## src/rtl/matmul_tile_loader_if.sv

```systemverilog
// matmul_tile_loader_if: config, operand/result streams and controller command/result bundle
interface matmul_tile_loader_if #(parameter int M = 3);
  logic cfg_valid, cfg_ready, cfg_os, cfg_err;
  logic [7:0] cfg_k1, cfg_k2, cfg_k3;
  logic in_valid, in_ready;
  logic [63:0] in_data;
  logic out_valid, out_ready, out_last;
  logic [63:0] out_data;
  logic [64*M*M-1:0] A_tile_flat, W_tile_flat, C_tile_flat;
  logic [7:0] k1, k2, k3;
  logic output_stationary, start, done, busy;
  modport master (
    input cfg_valid, cfg_k1, cfg_k2, cfg_k3, cfg_os, in_valid, in_data, out_ready, done, C_tile_flat,
    output cfg_ready, cfg_err, in_ready, out_valid, out_data, out_last, A_tile_flat, W_tile_flat,
    output k1, k2, k3, output_stationary, start, busy
  );
  modport slave (
    output cfg_valid, cfg_k1, cfg_k2, cfg_k3, cfg_os, in_valid, in_data, out_ready, done, C_tile_flat,
    input cfg_ready, cfg_err, in_ready, out_valid, out_data, out_last, A_tile_flat, W_tile_flat,
    input k1, k2, k3, output_stationary, start, busy
  );
endinterface

```

## src/rtl/matmul_tile_loader.sv

```systemverilog
// matmul_tile_loader: streams A/W operand tiles in, launches the systolic controller, drains C out
module matmul_tile_loader #(parameter int M = 3) (
  input logic clk,
  input logic reset,
  matmul_tile_loader_if.master bus
);
  typedef enum logic [2:0] {IDLE, LOAD_A, LOAD_W, START, WAIT, DRAIN} state_t;
  state_t state, nxt;
  logic [63:0] a_t [M*M];
  logic [63:0] w_t [M*M];
  logic [63:0] c_t [M*M];
  logic [7:0] r, c, rl, cl;
  logic [15:0] idx;
  logic last, adv, acc, bad;
  assign bus.cfg_ready = reset && state == IDLE;
  assign bus.in_ready = state == LOAD_A || state == LOAD_W;
  assign bus.start = state == START;
  assign bus.out_valid = state == DRAIN;
  assign bus.out_last = state == DRAIN && last;
  assign bus.busy = state != IDLE;
  // one row/col counter pair is shared by the A load, W load and C drain phases
  always_comb begin
    rl = state == LOAD_W ? bus.k2 : bus.k1;
    cl = state == LOAD_A ? bus.k2 : bus.k3;
    last = r == rl - 8'd1 && c == cl - 8'd1;
    idx = 16'(r * M + c);
    acc = bus.cfg_valid && bus.cfg_ready;
    bad = bus.cfg_k1 == 8'd0 || bus.cfg_k1 > 8'(M) || bus.cfg_k2 == 8'd0 || bus.cfg_k2 > 8'(M) ||
          bus.cfg_k3 == 8'd0 || bus.cfg_k3 > 8'(M);
    adv = (bus.in_valid && bus.in_ready) || (bus.out_valid && bus.out_ready);
  end
  always_comb begin
    nxt = state;
    case (state)
      IDLE:    nxt = acc && !bad ? LOAD_A : IDLE;
      LOAD_A:  nxt = adv && last ? LOAD_W : LOAD_A;
      LOAD_W:  nxt = adv && last ? START : LOAD_W;
      START:   nxt = WAIT;
      WAIT:    nxt = bus.done ? DRAIN : WAIT;
      DRAIN:   nxt = adv && last ? IDLE : DRAIN;
      default: nxt = IDLE;
    endcase
  end
  always_comb begin
    bus.out_data = '0;
    bus.A_tile_flat = '0;
    bus.W_tile_flat = '0;
    for (int i = 0; i < M*M; i++) begin
      bus.A_tile_flat[64*i +: 64] = a_t[i];
      bus.W_tile_flat[64*i +: 64] = w_t[i];
      if (idx == 16'(i)) bus.out_data = c_t[i];
    end
  end
  always_ff @(posedge clk or negedge reset) begin
    if (!reset) begin
      state <= IDLE;
      r <= '0;
      c <= '0;
      bus.k1 <= '0;
      bus.k2 <= '0;
      bus.k3 <= '0;
      bus.output_stationary <= 1'b0;
      bus.cfg_err <= 1'b0;
      for (int i = 0; i < M*M; i++) begin
        a_t[i] <= '0;
        w_t[i] <= '0;
        c_t[i] <= '0;
      end
    end else begin
      state <= nxt;
      bus.cfg_err <= acc && bad;
      if (acc && !bad) begin
        bus.k1 <= bus.cfg_k1;
        bus.k2 <= bus.cfg_k2;
        bus.k3 <= bus.cfg_k3;
        bus.output_stationary <= bus.cfg_os;
        r <= '0;
        c <= '0;
        for (int i = 0; i < M*M; i++) begin
          a_t[i] <= '0;
          w_t[i] <= '0;
        end
      end
      if (adv) begin
        r <= last ? 8'd0 : c == cl - 8'd1 ? r + 8'd1 : r;
        c <= last || c == cl - 8'd1 ? 8'd0 : c + 8'd1;
      end
      for (int i = 0; i < M*M; i++) begin
        if (idx == 16'(i) && bus.in_valid && state == LOAD_A) a_t[i] <= bus.in_data;
        if (idx == 16'(i) && bus.in_valid && state == LOAD_W) w_t[i] <= bus.in_data;
        if (state == WAIT && bus.done) c_t[i] <= bus.C_tile_flat[64*i +: 64];
      end
    end
  end
endmodule

```

## src/flat_wrapper.sv

```systemverilog
// flat-port wrapper written by rule: the top's interface ports become plain ports
module matmul_tile_loader_flat 
#(parameter int M = 3)
  (clk, reset, bus_cfg_valid, bus_cfg_k1, bus_cfg_k2, bus_cfg_k3, bus_cfg_os, bus_in_valid, bus_in_data, bus_out_ready, bus_done, bus_C_tile_flat, bus_cfg_ready, bus_cfg_err, bus_in_ready, bus_out_valid, bus_out_data, bus_out_last, bus_A_tile_flat, bus_W_tile_flat, bus_k1, bus_k2, bus_k3, bus_output_stationary, bus_start, bus_busy);
  matmul_tile_loader_if #(.M(M)) bus_i ();
  input logic clk;
  input logic reset;
  input wire logic [$bits(bus_i.cfg_valid)-1:0] bus_cfg_valid;
  input wire logic [$bits(bus_i.cfg_k1)-1:0] bus_cfg_k1;
  input wire logic [$bits(bus_i.cfg_k2)-1:0] bus_cfg_k2;
  input wire logic [$bits(bus_i.cfg_k3)-1:0] bus_cfg_k3;
  input wire logic [$bits(bus_i.cfg_os)-1:0] bus_cfg_os;
  input wire logic [$bits(bus_i.in_valid)-1:0] bus_in_valid;
  input wire logic [$bits(bus_i.in_data)-1:0] bus_in_data;
  input wire logic [$bits(bus_i.out_ready)-1:0] bus_out_ready;
  input wire logic [$bits(bus_i.done)-1:0] bus_done;
  input wire logic [$bits(bus_i.C_tile_flat)-1:0] bus_C_tile_flat;
  output wire logic [$bits(bus_i.cfg_ready)-1:0] bus_cfg_ready;
  output wire logic [$bits(bus_i.cfg_err)-1:0] bus_cfg_err;
  output wire logic [$bits(bus_i.in_ready)-1:0] bus_in_ready;
  output wire logic [$bits(bus_i.out_valid)-1:0] bus_out_valid;
  output wire logic [$bits(bus_i.out_data)-1:0] bus_out_data;
  output wire logic [$bits(bus_i.out_last)-1:0] bus_out_last;
  output wire logic [$bits(bus_i.A_tile_flat)-1:0] bus_A_tile_flat;
  output wire logic [$bits(bus_i.W_tile_flat)-1:0] bus_W_tile_flat;
  output wire logic [$bits(bus_i.k1)-1:0] bus_k1;
  output wire logic [$bits(bus_i.k2)-1:0] bus_k2;
  output wire logic [$bits(bus_i.k3)-1:0] bus_k3;
  output wire logic [$bits(bus_i.output_stationary)-1:0] bus_output_stationary;
  output wire logic [$bits(bus_i.start)-1:0] bus_start;
  output wire logic [$bits(bus_i.busy)-1:0] bus_busy;
  assign bus_i.cfg_valid = bus_cfg_valid;
  assign bus_i.cfg_k1 = bus_cfg_k1;
  assign bus_i.cfg_k2 = bus_cfg_k2;
  assign bus_i.cfg_k3 = bus_cfg_k3;
  assign bus_i.cfg_os = bus_cfg_os;
  assign bus_i.in_valid = bus_in_valid;
  assign bus_i.in_data = bus_in_data;
  assign bus_i.out_ready = bus_out_ready;
  assign bus_i.done = bus_done;
  assign bus_i.C_tile_flat = bus_C_tile_flat;
  assign bus_cfg_ready = bus_i.cfg_ready;
  assign bus_cfg_err = bus_i.cfg_err;
  assign bus_in_ready = bus_i.in_ready;
  assign bus_out_valid = bus_i.out_valid;
  assign bus_out_data = bus_i.out_data;
  assign bus_out_last = bus_i.out_last;
  assign bus_A_tile_flat = bus_i.A_tile_flat;
  assign bus_W_tile_flat = bus_i.W_tile_flat;
  assign bus_k1 = bus_i.k1;
  assign bus_k2 = bus_i.k2;
  assign bus_k3 = bus_i.k3;
  assign bus_output_stationary = bus_i.output_stationary;
  assign bus_start = bus_i.start;
  assign bus_busy = bus_i.busy;
  matmul_tile_loader #(.M(M)) u_core (.clk(clk), .reset(reset), .bus(bus_i));
endmodule
```

## config.mk

```make
export PLATFORM = sky130hd
export DESIGN_NAME = matmul_tile_loader_flat
export DESIGN_NICKNAME = d
export VERILOG_FILES = /design/src/rtl/matmul_tile_loader_if.sv /design/src/rtl/matmul_tile_loader.sv /design/src/flat_wrapper.sv
export SDC_FILE = /design/constraint.sdc
export NUM_CORES = 2
export LEC_CHECK = 0
export ABC_CLOCK_PERIOD_IN_PS = 5750
export CELL_PAD_IN_SITES_DETAIL_PLACEMENT = 1
export CELL_PAD_IN_SITES_GLOBAL_PLACEMENT = 1
export CORE_AREA = 5 5 751 753
export CTS_BUF_LIST = sky130_fd_sc_hd__clkbuf_8
export CTS_CLUSTER_DIAMETER = 200
export CTS_CLUSTER_SIZE = 40
export DETAILED_ROUTE_END_ITERATION = 6
export DIE_AREA = 0 0 756 758
export GPL_ROUTABILITY_DRIVEN = 0
export PLACE_DENSITY = 0.36
export SLEW_MARGIN = 0
export SYNTH_ARGS = -nofsm -noshare
export SYNTH_HDL_FRONTEND = slang
export SYNTH_SLANG_ARGS = --single-unit
```

## constraint.sdc

```tcl
create_clock -name clk -period 5.75 [get_ports clk]
set_input_delay 1.15 -clock clk [delete_from_list [all_inputs] [get_ports clk]]
set_output_delay 1.15 -clock clk [all_outputs]
set_load 0.01 [all_outputs]
```

After elaboration in Yosys (flattened, before gate mapping). Cells that the tools add are included.

Flip-flop bits (word level): 1773. Output and inout bits: 1248. Logic and storage cells: 174.

$add $sub $neg: 5. Multipliers: 1. $lt $le $gt $ge: 3. Equality and inequality tests: 16. Multiplexer cells: 42. Reductions and logical operators: 72.

Operators by type and width (number): $mux 64 (27); $mux 576 (1); $eq 16x3->1 const B (4); $mux 8 (8); $reduce_bool 2->1 (19); $logic_and 1x1->1 (37); $eq 16x2->1 const B (2); $gt 8x2->1 const B (3); $logic_not 8->1 (3); $pmux 3 s6 (1); $add 8x1->8 const B (2); $eq 16x1->1 const B (1); $eq 16x4->1 const B (1); $eq 8x8->1 (2); $logic_not 16->1 (1); $sub 8x1->8 const B (2); $add 10x8->11 (1); $mul 8x2->10 const B (1); $logic_or 1x1->1 (8); $eq 3x2->1 const B (2); $eq 3x3->1 const B (2); $eq 3x1->1 const B (1); $logic_not 3->1 (1); $mux 1 (3); 6 further kinds (6).

Longest topological paths before layout.
Depth in word-level cells: 12. Mapped depth: 17.

Worst setup path after synthesis. Ideal clock, no wire load.

Path kind: register -> output. From: register u_core.r[0]. To: output port bus_out_data[13]. Data arrival time: 3876 ps. Required time: 4600 ps. Path slack: 724 ps. Cell stages (with the launch flop): 17. Buffers on the path: 3. Cells stage by stage: dfrtp_1 inv_1 fa_1 inv_1 ha_1 fa_1 a21o_1 a221oi_2 xnor2_1 a2bb2oi_1 a211o_1 clkbuf_1 or2_2 clkbuf_1 nor2_2 buf_2 o2bb2ai_1.

Longest elaborated chain between the ends: 12. Elaborated cells on any way between the ends: 20. Those cells by class: add/sub: 1; mul: 1; eq/ne: 8; mux: 9; reduce/logical: 1.

Ends and longest elaborated chain: start: declaration (line matmul_tile_loader.sv:12) `logic [7:0] r, c, rl, cl;`; start signal: assignment (line matmul_tile_loader.sv:85) `r <= last ? 8'd0 : c == cl - 8'd1 ? r + 8'd1 : r;`; $mul 8x2->10 (*) (line matmul_tile_loader.sv:26) `idx = 16'(r * M + c);`; $add 10x8->11 (*) (line matmul_tile_loader.sv:26); $logic_not 16->1 (line matmul_tile_loader.sv:51) `if (idx == 16'(i)) bus.out_data = c_t[i];`; $mux 64 (8 in a row) (line matmul_tile_loader.sv:51); $mux 64 (*) (line matmul_tile_loader.sv:51); end: declaration (line flat_wrapper.sv:22) `output wire logic [$bits(bus_i.out_data)-1:0] bus_out_data;`.

Mark *: on every way between the ends. The rest lies on a longest branch, timed or not.

Final worst setup path.
From: register u_core.c[1]. To: output port bus_out_data[0].

Longest elaborated chain between the ends: 11. Elaborated cells on any way between the ends: 19. Those cells by class: add/sub: 1; eq/ne: 8; mux: 9; reduce/logical: 1.

Ends and longest elaborated chain: start: declaration (line matmul_tile_loader.sv:12); start signal: assignment (line matmul_tile_loader.sv:86) `c <= last || c == cl - 8'd1 ? 8'd0 : c + 8'd1;`; $add 10x8->11 (*) (line matmul_tile_loader.sv:26); $logic_not 16->1 (line matmul_tile_loader.sv:51); $mux 64 (8 in a row) (line matmul_tile_loader.sv:51); $mux 64 (*) (line matmul_tile_loader.sv:51).

Marks and branches as above.

==> impl_metrics.py <==
metrics = {
    "worst_setup_path": {
        "regToRegStartpoint": "u_core.c[1]",
        "r2r_cells": 17,
        "crit_required_ps": 4600,
        "max_stage_delay_ps": 560,
        "path_class": "flip-flop to output port",
        "cp-end-kind": "output port",
        "ff2ff_setup_slack_ps": 1150,
        "cp_slowest_cell": "fa_1",
        "rr_endpoint": "u_core.bus.A_tile_flat[477]",
        "path_cells": "inv_2, fa_1, inv_2, ha_4, fa_4, a21o_1, a221oi_2, xnor2_1, a2bb2oi_1, a211o_1, or2_4, nor2_4, buf_12, buf_16, o2bb2ai_4, buf_12",
        "arrival_ps": 4880,
        "start_kind": "flip-flop",
        "path_max_fanout": 7,
    },
    "global_route": {
        "overflow": 0,
        "grt_use_total": 0.1625,
        "grt_pass1_wl_um": 636200,
        "antenna_found_initial": 217,
        "grt_pass1_vias": 63660,
        "grt_max_degree": 145,
    },
    "sta": {
        "rsz0062_at_grt": "yes",
        "worst_pin_slew_ps": 1037,
        "max_freq_mhz": 166.0,
        "finalWorstSetupSlack_ps": -275.9,
        "skew_ps": 137.2,
        "max-slew-margin-rel": 0.3090,
        "setup_tns_ps": -10030,
        "hold_viol_final": 0,
        "post-route-period-util": 1.048,
        "finalSetupViolCount": 60,
        "slew_viol_final": 0,
        "fin_crit_ps": 6026,
    },
    "routing": {
        "viasPerCell": 3.740,
        "avgRoutedWirePerCell_um": 29.87,
        "drt-met1-wl_um": 179500,
        "drc": 0,
        "wl_met2_um": 255200,
        "wl_met3_um": 32600,
        "drt_wl_total_um": 486700,
        "drt_iter0_drc": 3700,
        "top_layer": "met5",
        "num_vias": 60930,
        "postRouteAntennaNets": 0,
        "drtPass1Iterations": 5,
    },
    "placement": {
        "port_buffers": 1918,
        "dp_hpwl_um": 371400,
    },
    "synthesis": {
        "avgSynthCellArea_um2": 10.37,
        "synth_edf_count": 0,
        "synth_nets": 7880,
        "ys.flop_type": "dfrtp_1",
        "ys.warnings.count": 0,
        "ys_ff_latch": 1773,
        "synth_cell_types": 61,
        "seq_area_frac_synth": 0.5955,
        "syn_area_um2": 74510,
        "async_flop_share": 1.000,
        "synthCells": 7183,
    },
    "clocking": {
        "hold_buffers": 0,
        "clkSlewWorstSetupHoldPaths_ps": 260,
        "root_buffer": "clkbuf_8",
        "htree_levels": 2,
        "numCtsBuffers": 55,
        "clkLatencyLatePin_ps": 1040,
        "cts_tree": "done",
        "cts_sinks": 1773,
        "cts.path.max_buffers": 3,
    },
    "final_layout": {
        "layout-drive-gt1-share": 0.1424,
        "nets": 9465,
        "area_growth_pct": 41.45,
        "utilization": 0.1896,
    },
    "hold_path": {
        "hold_class": "primary input to async pin",
    },
    "floorplan": {
        "core_um2": 555700,
        "die-area_um2": 573000,
        "dieHeight_um": 758,
        "fp.dieW_um": 756,
        "io_pins": 1919,
        "fp-row-count": 274,
        "initial_utilization": 0.1341,
    },
    "pwr": {
        "finalPower_mw": 19.94,
        "p_leak_nw": 41.63,
        "ir_drop_uv": 221.0,
        "p_per_area_nw_per_um2": 189.2,
    },
    "outcome": {
        "violations": "setup timing",
        "outcome": "finished, violations left",
    },
    "run": {
        "cap_violations": 0,
    },
}
## cell usage in the layout, fill, tap and decap left out, drive strengths merged, types with 3 or more instances in the layout
cell	n
nor2b	4
clkdlybuf4s15	5
a31oi	4
diode	60
nor3	38
fa	8
nand2b	4
clkbuf	56
a22oi	5
nor3b	7
mux4	98
a211oi	3
nand4	4
xnor2	25
nand3b	3
buf	367
and3	7
or3	6
or4b	6
mux2	577
dfrtp	1773
xor2	6
ha	18
mux2i	85
nand4b	3
a221oi	31
nand2	2352
nand3	19
nor2	22
o22ai	63
o2bb2ai	35
a21oi	19
nor4	32
o21ai	1162
inv	67
clkinv	7
a21o	3
clkdlybuf4s50	1810
and2	24
## state kept, by name, indices dropped and copies added (netlist names)
name,count
u_core.bus.A_tile_flat,576
u_core.bus.W_tile_flat,576
u_core.c_t,576
u_core.bus.k1,8
u_core.bus.k2,8
u_core.bus.k3,8
u_core.c,8
u_core.r,8
u_core.state,3
u_core.bus.cfg_err,1
u_core.bus.output_stationary,1
## metrics by stage
step                hold slack, ps  setup slack (ps)  std cells  instance area (µm²)
global route                 98.45            -587.2      16240               105300
CTS                          47.66            -598.4      16230               104800
floorplan                    475.2             724.4       7183                74510
detailed placement           480.2             60.64      16150               103200
global placement             467.4            -186.6      16150               103200
finish                       219.3            -275.9      16290               105400
## kinds of logic (layout without fill, tap and decap cells)
group / Yosys count / count (layout) / synth area share
and+or+nand+nor: 2534 / 2534 / 0.1333
DFF: 1773 / 1773 / 0.5955
AOI/OAI and AO/OA: 1342 / 1342 / 0.09586
muxes: 760 / 760 / 0.1282
buffers and inverters: 717 / 2315 / 0.03827
xor gates and xnor gates: 31 / 31 / 0.003644
adders and majority gates: 26 / 26 / 0.005172
other: 0 / 60 / 0
## where the power goes
| group | switching (mW) | internal (mW) | leakage (nW) |
|---|---|---|---|
| sequential | 0.170 | 12.7 | 24.1 |
| clock | 4.51 | 0.969 | 0.511 |
| combinational | 0.928 | 0.661 | 17.0 |
| total | 5.61 | 14.3 | 41.6 |
## per-layer routing
metal,global-route usage,vias up
met5,0,-
met4,0.04852,212
met3,0.04585,552
met2,0.3055,1703
met1,0.1752,31450
li1,-,27020
## how the worst max path moves through the flow
stage | start | to | cells after the start
detailed placement | u_core.c[1] | bus_out_data[24] | 15
global route | u_core.c[1] | bus_out_data[39] | 16
CTS | u_core.r[0] | bus_out_data[0] | 16
global placement | u_core.c[1] | bus_out_data[24] | 15
floorplan | u_core.r[0] | bus_out_data[13] | 16
finish | u_core.c[1] | bus_out_data[0] | 16
## cell usage after synthesis (all sizes together) (8+ instances only)
cell | number | area share
a21oi | 19 | 0.0013
a221oi | 31 | 0.0037
and2 | 24 | 0.0020
buf | 157 | 0.010
clkbuf | 500 | 0.025
dfrtp | 1773 | 0.60
fa | 8 | 0.0021
ha | 18 | 0.0030
inv | 60 | 0.0030
mux2 | 577 | 0.087
mux2i | 85 | 0.011
mux4 | 98 | 0.030
nand2 | 2352 | 0.12
nand3 | 19 | 0.0014
nor2 | 22 | 0.0011
nor3 | 38 | 0.0026
nor4 | 32 | 0.0029
o21ai | 1162 | 0.078
o22ai | 63 | 0.0053
o2bb2ai | 35 | 0.0041
xnor2 | 25 | 0.0029
## critical path, delay by kind of cell, from the launching register on
family,cells,cell delay (ps)
compound gates,5,1020
flops,1,420
buf+inv,5,610
fa+ha+maj,3,1170
xor+xnor,1,100
simple gates,2,450
## repair_timing
action,CTS,global route
setup endpoints to repair,65,65
endpoints found under the hold margin,0,0
buffers inserted,9,2
resized for setup,359,65
pin swaps,19,13
cloned,3,1
## area by class of cell
type                       instances  area [µm²]
tap                             7452        9324
sequential                      1773       44370
antenna                           60       150.1
fill                           63410      450300
inverter                          60       225.2
multi-input combinational       4693       28410
timing repair buffer            2185       21880
clock inverter                    15       275.3
clock buffer                      55       757.0
No activity file was read; power rests on OpenSTA's default activity.
